**src/rtl/result_bcd_converter.sv**
```systemverilog
// Sequential binary-to-BCD converter (double dabble, one bit per clock) that
// formats the arithmetic unit's result for the display stage.
module result_bcd_converter #(
  parameter int WIDTH  = 24,
  parameter int DIGITS = 8,
  parameter int CNT_W  = $clog2(DIGITS + 1)
) (
  input  logic                  clock,
  input  logic                  reset,
  input  logic                  enable,
  input  logic [WIDTH-1:0]      value,
  output logic                  busy,
  output logic                  finish,
  output logic [4*DIGITS-1:0]   bcd,
  output logic [CNT_W-1:0]      digit_count
);

  localparam int BCD_W = 4 * DIGITS;
  localparam int CTR_W = $clog2(WIDTH + 1);

  typedef enum logic [1:0] {
    S_IDLE,
    S_CONVERT,
    S_DONE
  } state_t;

  state_t             r_state;
  logic [WIDTH-1:0]   r_shift;
  logic [BCD_W-1:0]   r_scratch;
  logic [CTR_W-1:0]   r_cnt;
  logic               r_busy;
  logic               r_finish;
  logic [BCD_W-1:0]   r_bcd;
  logic [CNT_W-1:0]   r_digit_count;

  logic [BCD_W-1:0]   w_next_scratch;
  logic [3:0]         w_nib;
  logic               w_carry;

  function automatic logic [CNT_W-1:0] sig_digits(input logic [BCD_W-1:0] d);
    logic [CNT_W-1:0] n;
    n = CNT_W'(1);
    for (int i = 0; i < DIGITS; i++) begin
      if (d[4*i +: 4] != 4'd0) n = CNT_W'(i + 1);
    end
    return n;
  endfunction

  // Add-3 and shift in one pass: each adjusted nibble's MSB carries into the
  // next nibble's LSB; the carry out of the top nibble is always zero.
  always_comb begin
    w_next_scratch = '0;
    w_nib          = '0;
    w_carry        = r_shift[WIDTH-1];
    for (int i = 0; i < DIGITS; i++) begin
      w_nib = r_scratch[4*i +: 4];
      if (w_nib >= 4'd5) w_nib = w_nib + 4'd3;
      w_next_scratch[4*i +: 4] = {w_nib[2:0], w_carry};
      w_carry = w_nib[3];
    end
  end

  always_ff @(posedge clock or posedge reset) begin
    if (reset) begin
      r_state       <= S_IDLE;
      r_shift       <= '0;
      r_scratch     <= '0;
      r_cnt         <= '0;
      r_busy        <= 1'b0;
      r_finish      <= 1'b0;
      r_bcd         <= '0;
      r_digit_count <= '0;
    end else begin
      case (r_state)
        S_IDLE: begin
          if (enable) begin
            r_shift   <= value;
            r_scratch <= '0;
            r_cnt     <= CTR_W'(WIDTH);
            r_finish  <= 1'b0;
            r_busy    <= 1'b1;
            r_state   <= S_CONVERT;
          end
        end
        S_CONVERT: begin
          r_scratch <= w_next_scratch;
          r_shift   <= {r_shift[WIDTH-2:0], 1'b0};
          r_cnt     <= r_cnt - CTR_W'(1);
          if (r_cnt == CTR_W'(1)) r_state <= S_DONE;
        end
        S_DONE: begin
          r_bcd         <= r_scratch;
          r_digit_count <= sig_digits(r_scratch);
          r_finish      <= 1'b1;
          r_busy        <= 1'b0;
          r_state       <= S_IDLE;
        end
        default: r_state <= S_IDLE;
      endcase
    end
  end

  assign busy        = r_busy;
  assign finish      = r_finish;
  assign bcd         = r_bcd;
  assign digit_count = r_digit_count;

endmodule

```
**config.mk**
```make
export PLATFORM = sky130hd
export DESIGN_NAME = result_bcd_converter
export DESIGN_NICKNAME = d
export VERILOG_FILES = /design/src/rtl/result_bcd_converter.sv
export SDC_FILE = /design/constraint.sdc
export NUM_CORES = 1
export LEC_CHECK = 0
export BUFFER_PORTS_ARGS = -buffer_cell sky130_fd_sc_hd__buf_2
export CAP_MARGIN = 25
export CORE_MARGIN = 5
export CORE_UTILIZATION = 52
export DETAILED_ROUTE_END_ITERATION = 10
export PLACE_DENSITY = 0.76
export SETUP_SLACK_MARGIN = 0.4
export SLEW_MARGIN = 20
export SYNTH_ARGS = -nofsm -noshare
export SYNTH_HDL_FRONTEND = slang
export SYNTH_SLANG_ARGS = --single-unit
```
**constraint.sdc**
```tcl
create_clock -name clock -period 2.9 [get_ports clock]
set_input_delay 0.145 -clock clock [delete_from_list [all_inputs] [get_ports clock]]
set_output_delay 0.145 -clock clock [all_outputs]
set_load 0.02 [all_outputs]
```
==> results of run 1 <==
-- synth_stat cells (8+ instances only) --
library cell    n  share of area
ha_1           18          0.046
o21ai_1         9         0.0093
nand2b_1       13          0.017
a21oi_1        42          0.043
o31ai_1         8          0.012
xnor2_1         8          0.014
dfrtp_1       101           0.52
buf_2          16          0.017
a32o_1          8          0.017
o311ai_1        8          0.014
a22oi_1        23          0.036
nand2_1        79          0.061
nor3b_1         9          0.014
inv_1          19          0.015
nand3_1         8         0.0083
nor2b_1        24          0.031
o22ai_1        17          0.022
o21ai_0        43          0.044
-- flip-flops by register name, summed over array words and instances (netlist names) --
register,count
bcd,32
busy,1
digit_count,4
finish,1
r_cnt,5
r_scratch,32
r_shift,24
r_state,2
-- metrics by stage --
stage | worst slack (ns) | cell area (sq um) | power [mW] | cells | util
2_1_floorplan | 1.40 | 4850 | 4.00 | 494 | -
3_3_place_gp | 1.09 | 5230 | 4.46 | 649 | 0.572
3_5_place_dp | 1.03 | 5230 | 4.58 | 649 | 0.572
4_1_cts | 1.01 | 5400 | 5.38 | 665 | 0.590
5_1_grt | 0.893 | 5430 | 5.78 | 667 | 0.594
6_report | 1.02 | 5430 | 5.36 | 667 | 0.594
-- per-layer routing --
metal | part of all wire | vias up
met2 | 0.49 | 127
met5 | 0 | -
met1 | 0.44 | 1867
met3 | 0.062 | 8
met4 | 0.0094 | 0
li1 | - | 1859
-- cell usage in the layout, fill, tap and decap left out, types with 2 or more instances in the layout --
| cell type | synthesis | final |
|---|---|---|
| xnor2_1 | 8 | 8 |
| a21oi_1 | 42 | 42 |
| a32o_1 | 8 | 8 |
| nand2_1 | 79 | 79 |
| clkinv_2 | 0 | 3 |
| buf_4 | 7 | 10 |
| or3b_1 | 4 | 4 |
| dfrtp_1 | 101 | 101 |
| nand2b_1 | 13 | 12 |
| nor3_1 | 3 | 3 |
| clkbuf_1 | 7 | 2 |
| o21ai_1 | 9 | 9 |
| nor2b_1 | 24 | 23 |
| o21ai_0 | 43 | 43 |
| nor3b_1 | 9 | 9 |
| o22ai_1 | 17 | 17 |
| nor2_1 | 5 | 5 |
| a22oi_1 | 23 | 23 |
| buf_2 | 16 | 64 |
| ha_1 | 18 | 18 |
| o311ai_1 | 8 | 8 |
| o31ai_1 | 8 | 8 |
| clkbuf_8 | 0 | 10 |
| inv_1 | 19 | 18 |
| nand3_1 | 8 | 8 |
-- final cells by class --
class / count / area share
Sequential cell: 101 / 0.465
Tap cell: 111 / 0.0256
Multi-Input combinational cell: 344 / 0.386
Clock buffer: 12 / 0.0267
Clock inverter: 4 / 0.00438
Inverter: 19 / 0.0138
Timing Repair Buffer: 76 / 0.0783
-- what timing repair did --
action                                  in CTS  in global routing
endpoints found under the hold margin        0                 17
hold buffers                                 0                  1
endpoints found under the setup margin       0                  0
-- path summary, 6_finish.rpt --
kind / from / endpoint / slack [ns] / cells after the start
max in group asynchronous: reset / r_scratch[29] / 1.82 / 5
setup / recovery: r_state[1] / r_scratch[19] / 1.02 / 4
hold reg to reg: bcd[14] / bcd[14] / 0.47 / 2
hold / removal: value[0] / r_shift[0] / 0.03 / 2
setup reg to reg: r_state[1] / r_scratch[19] / 1.02 / 4
min in group asynchronous: reset / r_shift[22] / 0.33 / 3
-- cells by family (layout without fill, tap and decap cells) --
family | count (synthesis) | after routing | synth area share
AO/OA/AOI/OAI | 161 | 161 | 0.203
XOR/XNOR | 8 | 8 | 0.0144
adder cells (fa/ha/maj) | 18 | 18 | 0.0464
buffers and inverters | 49 | 111 | 0.0475
flip-flops | 101 | 101 | 0.521
multiplexers | 1 | 1 | 0.00206
AND/OR/NAND/NOR | 156 | 156 | 0.166
-- power by group through the flow --
stage	logic (mW)	clock network, mW	registers (mW)
finish	2.23	0.793	2.34
detailed placement	2.23	0	2.35
global placement	2.13	0	2.32
global route	2.50	0.865	2.42
floorplan	1.61	0	2.39
CTS	2.23	0.818	2.33
==> flow_summary_export.csv, run 1 <==
group,metric,value,unit
run_status,outcome,"finished clean",
critical_path,crit_buf_inv,1,
sta,whs,0.0285,ns
sta,worst_pin_slew,0.885,ns
yosys,synth.distinct_cells,38,
critical_path,start_kind,"register",
sta,hold_violations,0,
critical_path,path_cells,"nand2b_1, buf_4, o31ai_1, a32o_1",
critical_path,endpoint_kind,"register",
placed_design,routabilityCongestion,0.847,
cells_and_area,area_growth,12.0,%
clock_tree,ctsResizeCount,0,
cells_and_area,diodes,0,
global_routing,grt_pass1_wl,17400,microns
yosys,ys_ff_latch,101,
sta,rsz0062_at_grt,"false",
power,comb_power_share,0.416,
die,die_area,11400,sq um
cells_and_area,seq_area,2530,sq um
power,p_leak,2.58,nW
critical_path,crit_fanout,26,
power,power.share.clock,0.148,
routing,drtIter0Drc,197,
routing,avgRoutedWirePerCell,15.4,microns
critical_path,critical_path.slowest_cell,"dfrtp_1",
job,drv_cap,0,
power,pwr-share-seq,0.436,
power,sw_frac_of_total,0.406,
power,internal_power,3.18,mW
yosys,yosysWarnings,0,
cells_and_area,fillers,753,
routing,drc,0,
global_routing,antenna_found_initial,0,
clock_tree,cts_max_level,3,
worst_hold_path,hold_path.class,"input pin to register",
routing,vias,3861,
die,rows,35,
clock_tree,root_buffer,"clkbuf_8",
placed_design,port-buffer-count,64,
yosys,ys_seq_area_frac,0.521,
yosys,synthArstFlopShare,1.00,
clock_tree,cts_tree,"built",
sta,post-route-period-util,0.649,
global_routing,gr-usage-all-layers,0.187,
clock_tree,clock_sinks,101,
power,power.switching,2.18,mW
die,die_x,107,microns
cells_and_area,fin_nets,596,
global_routing,gr-usage-met3,0.0385,
clock_tree,clock_latency,0.36,ns
power,powerDensity,986,nW/um^2
yosys,synth_edf_count,0,
die,start_util,0.530,
critical_path,crit_type,"register to register",
yosys,synthCells,494,
clock_tree,post_cts_buffers,0,
yosys,avgSynthCellArea,9.82,sq um
critical_path,crit_arrival,2.13,ns
yosys,syn_area,4850,sq um
clock_tree,cts_buffers,9,
global_routing,use_met2,0.323,
power,vdd_drop_max,568,uV
global_routing,grt_max_degree,54,
sta,tns,0,ns
global_routing,busiest_layer,"met2",
cells_and_area,multiInputGateArea,2100,sq um
die,core_area,9150,sq um
sta,clock.fmax,532,MHz
sta,setup_viol,0,
critical_path,cp_data_required_time,3.15,ns
critical_path,cpLargestDelayFamily,"flip-flops",
global_routing,grt_pass1_vias,3832,
cells_and_area,drive_gt1_frac,0.173,
die,pin_count,65,
placed_design,dpl.hpwl,7100,microns
routing,detail-route-antenna-nets,0,
clock_tree,clkTransAtPathRegs,0.09,ns
sta,slew_headroom,0.410,
critical_path,max_stage_delay,0.68,ns
yosys,synth_flop_cell,"dfrtp_1",
global_routing,use_met1,0.237,
sta,maxSlewViolCount,0,
routing,routed_wl,10300,microns
routing,vias_per_cell,5.79,
global_routing,overflow,0,
routing,dr.pass1.iters,5,
yosys,synth_fp_nets,539,
sta,skew,0.00732,ns
die,die_h,107,microns
clock_tree,clockBufferDepth,2,
sta,layout_min_cycle_time,1.88,ns
Power figures use the tool's default switching activity.
==> run 2: changes to the inputs <==
--- a/config.mk
+++ b/config.mk
@@ -5,6 +5,7 @@
 export SDC_FILE = /design/constraint.sdc
 export NUM_CORES = 1
 export LEC_CHECK = 0
+export ABC_AREA = 1
 export BUFFER_PORTS_ARGS = -buffer_cell sky130_fd_sc_hd__buf_2
 export CAP_MARGIN = 25
 export CORE_MARGIN = 5
==> constraint.sdc (replaced) <==
create_clock -name clock -period 1.52 [get_ports clock]
set_input_delay 0.076 -clock clock [delete_from_list [all_inputs] [get_ports clock]]
set_output_delay 0.076 -clock clock [all_outputs]
set_load 0.02 [all_outputs]
==> run 2 against run 1 <==
Net effect: the flow now finishes with violations (setup timing); clock-buffer cell count is 2 lower; fmax rose by 22%; core utilization up 28 points; final cell count up 24%; critical path depth up 2; register-to-register slack got worse by 1.0 ns; sequential share of layout area shrank 15 points; flip-flop and latch count is the same; total power increased to 3.3 times the previous value; wire length increased by 88%; setup slack lost 1.0 ns; highest routed layer unchanged.
==> flow_summary_export.csv, run 2 <==
group,metric,value,unit
placed_design,placed_cell_area,5400,sq um
yosys,synthArstFlopShare,1.00,
clock_tree,cts_tree,"built",
yosys,synth_edf_count,0,
sta,slew_headroom,0.750,
critical_path,endpoint_kind,"register",
run_status,failed_checks,"setup timing",
critical_path,reg2regPathDepth,6,
critical_path,crit_arrival,1.81,ns
routing,routed_wl,19300,microns
clock_tree,clkTransAtPathRegs,0.10,ns
sta,fin_ws,-0.0194,ns
critical_path,worst-path-stages,6,
sta,post-route-period-util,1.01,
clock_tree,clock_latency,0.39,ns
yosys,synth.distinct_cells,33,
routing,drc,0,
yosys,synth_flop_cell,"dfrtp_1",
clock_tree,cts_buffers,9,
placed_design,dpl.hpwl,7260,microns
global_routing,grt_pass1_vias,5128,
sta,hold_violations,0,
yosys,synth_fp_nets,558,
sta,setup_viol,1,
cells_and_area,area_growth,66.5,%
sta,whs,0.216,ns
sta,skew,0.0161,ns
critical_path,start_kind,"register",
cells_and_area,diodes,0,
die,start_util,0.527,
routing,drtIter0Drc,464,
cells_and_area,layout_common_cells,"99 x dfrtp_1, 75 x nand2_1, 64 x buf_2, 55 x buf_4, 37 x o21ai_2",
critical_path,crit_type,"register to register",
global_routing,grt_max_degree,56,
global_routing,overflow,0,
worst_hold_path,hold_path.class,"input pin to async pin",
yosys,synth_area_leaders,"dfrtp_1 52%, nand2_1 9.8%, o21ai_0 6.4%",
cells_and_area,drive_gt1_frac,0.578,
power,report.power.total,17.7,mW
power,vdd_drop_max,1190,uV
routing,detail-route-antenna-nets,0,
die,rows,35,
sta,tns,-0.0194,ns
power,powerDensity,2210,nW/um^2
clock_tree,clockBufferDepth,2,
routing,avgRoutedWirePerCell,23.3,microns
yosys,yosysMostFrequentCell,"nand2_1",
cells_and_area,fin_util,0.877,
power,power.switching,8.21,mW
critical_path,crit_fanout,3,
power,power.share.clock,0.099,
critical_path,crit_buf_inv,3,
yosys,ys_seq_area_frac,0.524,
yosys,synth.largest_area_cell,"dfrtp_1",
clock_tree,cts_max_level,3,
placed_design,port-buffer-count,64,
job,drv_cap,0,
power,sw_frac_of_total,0.463,
sta,layout_min_cycle_time,1.54,ns
sta,maxSlewViolCount,0,
placed_design,routabilityCongestion,0.832,
critical_path,path_common_cell,"buf_4",
routing,vias_per_cell,6.13,
critical_path,cp_data_required_time,1.79,ns
yosys,synthCells,513,
clock_tree,clock_sinks,101,
yosys,ys_top_cells_by_count,"126 x nand2_1, 101 x dfrtp_1, 62 x o21ai_0",
power,p_leak,3.78,nW
yosys,netlist.area_leader.share,0.524,
global_routing,grt_pass1_wl,26100,microns
die,core_area,9150,sq um
yosys,syn_area,4820,sq um
yosys,avgSynthCellArea,9.40,sq um
power,comb_power_share,0.632,
critical_path,critical_path.slowest_cell,"dfrtp_1",
yosys,yosysWarnings,0,
routing,vias,5061,
critical_path,cpLargestDelayFamily,"flip-flops",
sta,clock.fmax,650,MHz
sta,rsz0062_at_grt,"true",
cells_and_area,final_area,8030,sq um
cells_and_area,fin_nets,756,
clock_tree,root_buffer,"clkbuf_8",
sta,worst_pin_slew,0.372,ns
power,internal_power,9.51,mW
global_routing,antenna_found_initial,0,
cells_and_area,fillers,360,
cells_and_area,final_common_cell,"dfrtp_1",
die,die_h,106,microns
critical_path,max_stage_delay,0.43,ns
yosys,ys_ff_latch,101,
die,die_area,11300,sq um
die,pin_count,65,
die,die_x,106,microns
global_routing,gr-usage-all-layers,0.295,
critical_path,path_cells,"inv_2, ha_4, buf_4, buf_4, xor2_1, o32ai_2",
routing,dr.pass1.iters,5,
run_status,outcome,"complete, but fails checks",
power,pwr-share-seq,0.269,
[run 2: cell types whose count changed after synthesis, moves of 9 or more]
cell / change
o211ai_1: +11
buf_2: -13
nor3b_1: -9
o22ai_1: -9
a21oi_1: -25
nor2_1: +18
nand2_1: +47
nand2b_1: -13
o21ai_2: +12
inv_1: +33
o21ai_0: +19
nor2b_1: -24
[run 2: final timing paths]
check                        startpoint       endpoint  slack [ns]
setup / recovery           r_scratch[4]   r_scratch[7]       -0.02
hold / removal                    reset     r_shift[0]        0.22
setup reg to reg           r_scratch[4]   r_scratch[7]       -0.02
hold reg to reg                  bcd[3]         bcd[3]        0.49
max in group asynchronous         reset  r_scratch[18]        0.69
min in group clock               enable         finish        0.23
[run 2: layout make-up]
cell class                 count  area [sq um]  share of cell area
multi-input combinational    339          2870               0.357
sequential                   101          2530               0.315
timing repair buffer         201          1990               0.248
inverter                      55           273              0.0340
tap                          111           139              0.0173
clock buffer                  10           128              0.0159
clock inverter                 5          52.6             0.00655
timing repair inverter         4          45.0             0.00561
[run 2: what timing repair did]
| action | 4_1_cts | 5_1_grt |
|---|---|---|
| pin swaps | 42 | 42 |
| hold endpoints to repair | 70 | 0 |
| setup endpoints to repair | 91 | 100 |
| buffers inserted | 69 | 18 |
| hold buffers | 25 | 0 |
| cloned | 16 | 2 |
| gates resized for setup | 191 | 130 |
[run 2: logic make-up (layout without fill, tap and decap cells)]
group           count (synthesis)  count (layout)  synth area share
fa+ha+maj                      18              18            0.0467
compound gates                142             142             0.189
simple gates                  173             174             0.151
xor+xnor                        5               5           0.00908
flops                         101             101             0.524
buf+inv                        74             275            0.0797
[run 2: stage by stage]
| step | cells | setup WS (ns) |
|---|---|---|
| CTS | 806 | 0.164 |
| floorplan | 513 | 0.240 |
| global route | 826 | -0.0625 |
| global placement | 681 | 0.174 |
| detailed placement | 681 | 0.0872 |
| finish | 826 | -0.0194 |
[run 2: power groups by stage]
stage | clock network, mW | logic [mW] | registers [mW]
5_1_grt | 1.86 | 11.7 | 4.82
4_1_cts | 1.67 | 8.62 | 4.46
2_1_floorplan | 0 | 4.20 | 4.56
6_report | 1.76 | 11.2 | 4.76
3_5_place_dp | 0 | 5.55 | 4.46
3_3_place_gp | 0 | 5.28 | 4.42
[run 2: worst register-to-register path: cells and delay by family (launching register included)]
family                   cells  cell delay [ns]
AO/OA/AOI/OAI                1             0.31
XOR/XNOR                     1             0.18
adder cells (fa/ha/maj)      1             0.16
buffers and inverters        3             0.34
flip-flops                   1             0.43
[run 2: metal layers]
| metal | vias up | part of all wire | track usage |
|---|---|---|---|
| li1 | 2120 | - | - |
| met1 | 2493 | 0.35 | 0.334 |
| met2 | 343 | 0.51 | 0.521 |
| met3 | 105 | 0.080 | 0.0443 |
| met4 | 0 | 0.059 | 0.183 |
| met5 | - | 0 | 0 |
